--- config.mk ---
export PLATFORM = sky130hd
export DESIGN_NAME = ucode_sequencer
export DESIGN_NICKNAME = d
export VERILOG_FILES = /design/src/rtl/ucode_sequencer.sv
export SDC_FILE = /design/constraint.sdc
export NUM_CORES = 1
export LEC_CHECK = 0
export BUFFER_PORTS_ARGS = -buffer_cell sky130_fd_sc_hd__buf_4
export CELL_PAD_IN_SITES_DETAIL_PLACEMENT = 1
export CELL_PAD_IN_SITES_GLOBAL_PLACEMENT = 1
export CORE_ASPECT_RATIO = 1.25
export CORE_MARGIN = 1.5
export CORE_UTILIZATION = 36
export DETAILED_ROUTE_END_ITERATION = 6
export PLACE_DENSITY = 0.91
export SYNTH_ARGS = -nofsm -noshare
export SYNTH_HDL_FRONTEND = slang
export SYNTH_SLANG_ARGS = --single-unit
--- constraint.sdc ---
create_clock -name clk -period 2.05 [get_ports clk]
set_clock_uncertainty 0.05 [all_clocks]
set_input_delay 0.41 -clock clk [delete_from_list [all_inputs] [get_ports clk]]
set_output_delay 0.41 -clock clk [all_outputs]
set_load 0.005 [all_outputs]
--- src/rtl/ucode_sequencer.sv ---
// Micro-code sequencer: decodes RV32 instruction words to micro-routine IDs and steps a micro-PC,
// issuing one registered micro-op per step. Define UCODE_SEQ_RV32M_EN to decode the M extension.
module ucode_sequencer #(
    parameter int STEP_W       = 2,
    parameter int LOAD_STEPS   = 3,
    parameter int STORE_STEPS  = 2,
    parameter int BRANCH_STEPS = 2,
    parameter int JUMP_STEPS   = 2,
    parameter int MULDIV_STEPS = 4
) (
    input  logic              clk,
    input  logic              reset,
    input  logic              flush,
    input  logic              in_valid,
    output logic              in_ready,
    input  logic [31:0]       in_instr,
    output logic              uop_valid,
    input  logic              uop_ready,
    output logic [5:0]        uop_id,
    output logic [STEP_W-1:0] uop_step,
    output logic              uop_last,
    output logic              uop_illegal
);

    typedef enum logic [0:0] {ST_IDLE = 1'b0, ST_ISSUE = 1'b1} state_t;

    localparam logic [5:0]        ID_ILLEGAL  = 6'd63;
    localparam logic [STEP_W-1:0] ZERO_STEP   = {STEP_W{1'b0}};
    localparam logic [STEP_W-1:0] LOAD_LAST   = STEP_W'(LOAD_STEPS - 1);
    localparam logic [STEP_W-1:0] STORE_LAST  = STEP_W'(STORE_STEPS - 1);
    localparam logic [STEP_W-1:0] BRANCH_LAST = STEP_W'(BRANCH_STEPS - 1);
    localparam logic [STEP_W-1:0] JUMP_LAST   = STEP_W'(JUMP_STEPS - 1);
    localparam logic [STEP_W-1:0] MULDIV_LAST = STEP_W'(MULDIV_STEPS - 1);

    function automatic logic [5:0] decode_id(input logic [31:0] instr);
        logic [6:0] op;
        logic [2:0] f3;
        logic [6:0] f7;
        logic [5:0] id;
        op = instr[6:0];
        f3 = instr[14:12];
        f7 = instr[31:25];
        id = ID_ILLEGAL;
        case (op)
            7'b0110011: begin
                if (f7 == 7'b0000000) begin
                    case (f3)
                        3'b000:  id = 6'd1;
                        3'b001:  id = 6'd6;
                        3'b010:  id = 6'd9;
                        3'b011:  id = 6'd10;
                        3'b100:  id = 6'd5;
                        3'b101:  id = 6'd7;
                        3'b110:  id = 6'd4;
                        3'b111:  id = 6'd3;
                        default: id = ID_ILLEGAL;
                    endcase
                end else if (f7 == 7'b0100000) begin
                    case (f3)
                        3'b000:  id = 6'd2;
                        3'b101:  id = 6'd8;
                        default: id = ID_ILLEGAL;
                    endcase
                end
`ifdef UCODE_SEQ_RV32M_EN
                else if (f7 == 7'b0000001) begin
                    id = 6'd27 + {3'b000, f3};
                end
`endif
                else begin
                    id = ID_ILLEGAL;
                end
            end
            7'b0010011: begin
                case (f3)
                    3'b000:  id = 6'd14;
                    3'b010:  id = 6'd15;
                    3'b011:  id = 6'd16;
                    3'b100:  id = 6'd17;
                    3'b110:  id = 6'd18;
                    3'b111:  id = 6'd19;
                    3'b001:  id = (f7 == 7'b0000000) ? 6'd20 : ID_ILLEGAL;
                    3'b101:  id = (f7 == 7'b0000000) ? 6'd21 :
                                  (f7 == 7'b0100000) ? 6'd22 : ID_ILLEGAL;
                    default: id = ID_ILLEGAL;
                endcase
            end
            7'b0000011: id = 6'd11;
            7'b0100011: id = 6'd12;
            7'b1100011: id = 6'd13;
            7'b0110111: id = 6'd23;
            7'b0010111: id = 6'd24;
            7'b1101111: id = 6'd25;
            7'b1100111: id = 6'd26;
            default:    id = ID_ILLEGAL;
        endcase
        return id;
    endfunction

    // Index of the final step; multi-step M-extension IDs are unreachable unless enabled in decode.
    function automatic logic [STEP_W-1:0] last_index(input logic [5:0] id);
        logic [STEP_W-1:0] idx;
        case (id)
            6'd11:   idx = LOAD_LAST;
            6'd12:   idx = STORE_LAST;
            6'd13:   idx = BRANCH_LAST;
            6'd25, 6'd26: idx = JUMP_LAST;
            6'd27, 6'd28, 6'd29, 6'd30, 6'd31, 6'd32, 6'd33, 6'd34: idx = MULDIV_LAST;
            default: idx = ZERO_STEP;
        endcase
        return idx;
    endfunction

    state_t            state_r, state_nx;
    logic [5:0]        id_r, id_nx;
    logic [STEP_W-1:0] step_r, step_nx;
    logic [STEP_W-1:0] last_idx_r, last_idx_nx;
    logic              last_r, last_nx;
    logic              illegal_r, illegal_nx;
    logic              ready_s;
    logic              accept_s;
    logic [5:0]        dec_id_s;
    logic [STEP_W-1:0] dec_last_s;
    logic [STEP_W-1:0] step_inc_s;
    logic              unused_instr_s;

    assign unused_instr_s = ^{in_instr[24:15], in_instr[11:7]};
    assign dec_id_s       = decode_id(in_instr);
    assign dec_last_s     = last_index(dec_id_s);
    assign step_inc_s     = step_r + STEP_W'(1);
    assign ready_s        = !flush && ((state_r == ST_IDLE) || (uop_ready && last_r));
    assign accept_s       = in_valid && ready_s;

    // State and routine registers.
    always_ff @(posedge clk or negedge reset) begin
        if (!reset) begin
            state_r    <= ST_IDLE;
            id_r       <= 6'd0;
            step_r     <= ZERO_STEP;
            last_idx_r <= ZERO_STEP;
            last_r     <= 1'b0;
            illegal_r  <= 1'b0;
        end else begin
            state_r    <= state_nx;
            id_r       <= id_nx;
            step_r     <= step_nx;
            last_idx_r <= last_idx_nx;
            last_r     <= last_nx;
            illegal_r  <= illegal_nx;
        end
    end

    // Next state: flush beats accept, accept beats step advance; idle always carries ID 0.
    always_comb begin
        state_nx    = state_r;
        id_nx       = id_r;
        step_nx     = step_r;
        last_idx_nx = last_idx_r;
        last_nx     = last_r;
        illegal_nx  = illegal_r;
        if (flush) begin
            state_nx    = ST_IDLE;
            id_nx       = 6'd0;
            step_nx     = ZERO_STEP;
            last_idx_nx = ZERO_STEP;
            last_nx     = 1'b0;
            illegal_nx  = 1'b0;
        end else if (accept_s) begin
            state_nx    = ST_ISSUE;
            id_nx       = dec_id_s;
            step_nx     = ZERO_STEP;
            last_idx_nx = dec_last_s;
            last_nx     = (dec_last_s == ZERO_STEP);
            illegal_nx  = (dec_id_s == ID_ILLEGAL);
        end else if ((state_r == ST_ISSUE) && uop_ready) begin
            if (last_r) begin
                state_nx    = ST_IDLE;
                id_nx       = 6'd0;
                step_nx     = ZERO_STEP;
                last_idx_nx = ZERO_STEP;
                last_nx     = 1'b0;
                illegal_nx  = 1'b0;
            end else begin
                step_nx = step_inc_s;
                last_nx = (step_inc_s == last_idx_r);
            end
        end else begin
            state_nx = state_r;
        end
    end

    // Outputs come straight from registers; only in_ready looks at live inputs.
    always_comb begin
        in_ready    = ready_s;
        uop_valid   = (state_r == ST_ISSUE);
        uop_id      = id_r;
        uop_step    = step_r;
        uop_last    = last_r;
        uop_illegal = illegal_r;
    end

endmodule

==> run_results.csv <==
group,metric,value,unit
grt,use_met2,36.3,%
grt,grt_pass1_wl,5.33,mm
clocking,cts_sinks,13,
timing,worstMarginPinSlew,0.420,ns
finish,syn2layout_area_growth,23.3,%
grt,globalRoute.busiestLayer,"met2",
logic_synthesis,ys_seq_elements,13,
grt,grt_max_degree,18,
route,drt_iter0_drc,27,
clocking,clockRootBuffer,"clkbuf_8",
timing,max_slew_margin,71.9,%
clocking,cts_tree,"done",
finish,fin_nets,217,
power,cellLeakagePower,0.660,nW
timing,setup_tns,0,ns
logic_synthesis,synth_flop_cell,"dfrtp_1",
route,drt_first_pass_iters,4,
grt,grtUsageMet3,1.33,%
grt,grt_pass1_vias,1233,
placement,place_inst,211,
finish,fillers,412,
logic_synthesis,synth_top_cell_by_area,"dfrtp_1",
logic_synthesis,syn_inst,150,
clocking,clk_latency,0.24,ns
min_path,min-delay-path-class,"primary input to register",
placement,portBuffers,33,
run,maxCapViolCount,0,
grt,antenna_found_initial,0,
setup_path,worst_setup_path_start_kind,"primary input",
power,p_per_area,494,nW/um^2
logic_synthesis,async_flop_share,100,%
logic_synthesis,ys_top_cells_by_count,"nand2_1 (17), dfrtp_1 (13), nor2_1 (11)",
floorplanning,die-height,67.3,um
route,vias_per_cell,5.74,
finish,finalNonFillerCells,216,
logic_synthesis,yosysMostFrequentCell,"nand2_1",
floorplanning,start_util,37.3,%
route,routed_wirelength,3.29,mm
finish,multiInputGateArea,767,um^2
floorplanning,die_width,54.4,um
floorplanning,die_area,3660,um^2
grt,grt_overflow,0,
setup_path,critPathArrivalTime,1.76,ns
grt,track_usage,19.4,%
clocking,cts_made_buffers,3,
logic_synthesis,synth_nets,187,
placement,place.gp.congestion,0.934,
timing,slew_viol_final,0,
power,ir_drop,338,uV
placement,place.detailed.hpwl,2.65,mm
timing,final-setup-viol-count,0,
logic_synthesis,synth_top_area_share,27.3,%
timing,finalCritPeriodShare,83.4,%
logic_synthesis,synthTopCellsByArea,"dfrtp_1 (27%), nand2_1 (5.4%), nor2b_1 (4.2%)",
logic_synthesis,synth_enable_flop_cells,0,
setup_path,worstPathMaxFanout,6,
timing,fin_crit,1.71,ns
timing,hold_viol,0,
run_status,outcome,"complete, no violations",
setup_path,end_kind,"register",
clocking,max-clock-path-buffers,2,
clocking,ctsHoldBuffers,1,
timing,fmax,585,MHz
logic_synthesis,avgSynthCellArea,7.93,um^2
setup_path,required,2.10,ns
finish,drive_gt1_share,25.1,%
finish,final_util,45.9,%
clocking,ctsHtreeMaxLevel,1,
clocking,ctsResizeCount,0,
setup_path,reg2reg_slack,0.45,ns
logic_synthesis,yosysUniqueCellTypes,49,
route,num_vias,1240,
finish,final_cell_area,1470,um^2
route,ant_nets,0,
floorplanning,core,3190,um^2
floorplanning,ios,49,
floorplanning,rows,23,
logic_synthesis,yosysSeqAreaShare,27.3,%
logic_synthesis,yosysWarnings,0,
setup_path,criticalPathCategory,"primary input to register",
clocking,clk_pin_slew,0.06,ns
route,route.detailed.wl_per_inst,15.2,um
timing,hold_slack,0.295,ns
finish,antennaDiodeCount,0,
timing,rsz0062_at_grt,"false",
clocking,postCtsSetupRepairBufs,0,
route,drc,0,
finish,regArea,325,um^2
placement,postPlaceCellArea,1410,um^2
logic_synthesis,syn_area,1190,um^2
grt,grt_use_met1,21.6,%
[area by class of cell]
cell class,count,area share [%]
sequential,13,22.2
inverter,5,1.28
clock buffer,4,3.07
tap,37,3.15
multi-input combinational,122,52.3
timing repair buffer,35,18.1
[registers in the layout, indices dropped and copies added, names as in the netlist]
| signal | flops |
|---|---|
| last_idx_r | 2 |
| uop_last | 1 |
| uop_illegal | 1 |
| uop_valid | 1 |
| uop_step | 2 |
| uop_id | 6 |
[critical path, cell delays in order]
cell      delay (ns)
buf_4           0.11
nor4_2          0.34
and2_1          0.30
a211oi_1        0.13
o31ai_1         0.37
nand2_1         0.10
[power by group]
part / internal (mW) / leakage (nW) / switching (mW) / total, mW
Clock: 0.137 / 0.0228 / 0.0877 / 0.225
Sequential: 0.275 / 0.172 / 0.0148 / 0.290
Combinational: 0.100 / 0.466 / 0.110 / 0.210
Total: 0.512 / 0.660 / 0.213 / 0.725
[cell usage in the layout, fill, tap and decap left out, drive strengths merged, types with 2 or more instances in the layout]
master,n
a21oi,9
nor2,12
dfrtp,13
nor2b,8
a31oi,4
nand3b,3
o21bai,2
nand4,4
nand2b,5
a211o,2
nand3,4
inv,5
o21ai,11
a211oi,2
clkbuf,4
o31ai,3
nor3,6
a221oi,2
and2,2
mux2i,3
buf,34
a21boi,4
nand2,17
xor2,3
[worst paths after layout]
check	start	to	cells past startpoint
hold reg to reg	uop_id[3]	uop_id[3]	1
max in group asynchronous	reset	uop_id[5]	2
min in group asynchronous	reset	uop_step[0]	2
setup / recovery	in_instr[26]	uop_illegal	6
setup reg to reg	uop_last	uop_id[0]	5
hold / removal	flush	uop_valid	2
[cells by family (layout without fill, tap and decap cells)]
| family | Yosys count | count (layout) | share of synthesized area [%] |
|---|---|---|---|
| AND/OR/NAND/NOR | 66 | 66 | 30.3 |
| AO/OA/AOI/OAI | 49 | 49 | 28.7 |
| buffers and inverters | 15 | 44 | 8.20 |
| flip-flops | 13 | 13 | 27.3 |
| XOR/XNOR | 4 | 4 | 2.94 |
| multiplexers | 3 | 3 | 2.52 |
[stage by stage]
stage / power [mW] / setup WS [ns]
2_1_floorplan: 0.409 / 0.420
3_3_place_gp: 0.492 / 0.183
3_5_place_dp: 0.503 / 0.116
4_1_cts: 0.731 / 0.362
5_1_grt: 0.777 / 0.242
6_report: 0.725 / 0.341
[layer usage]
layer / share of wire (%) / vias to the layer above
met5: 0 / -
met4: 2.9 / 0
met3: 3.4 / 10
met2: 51 / 38
met1: 43 / 585
li1: - / 607
(Power assumes the default switching activity.)
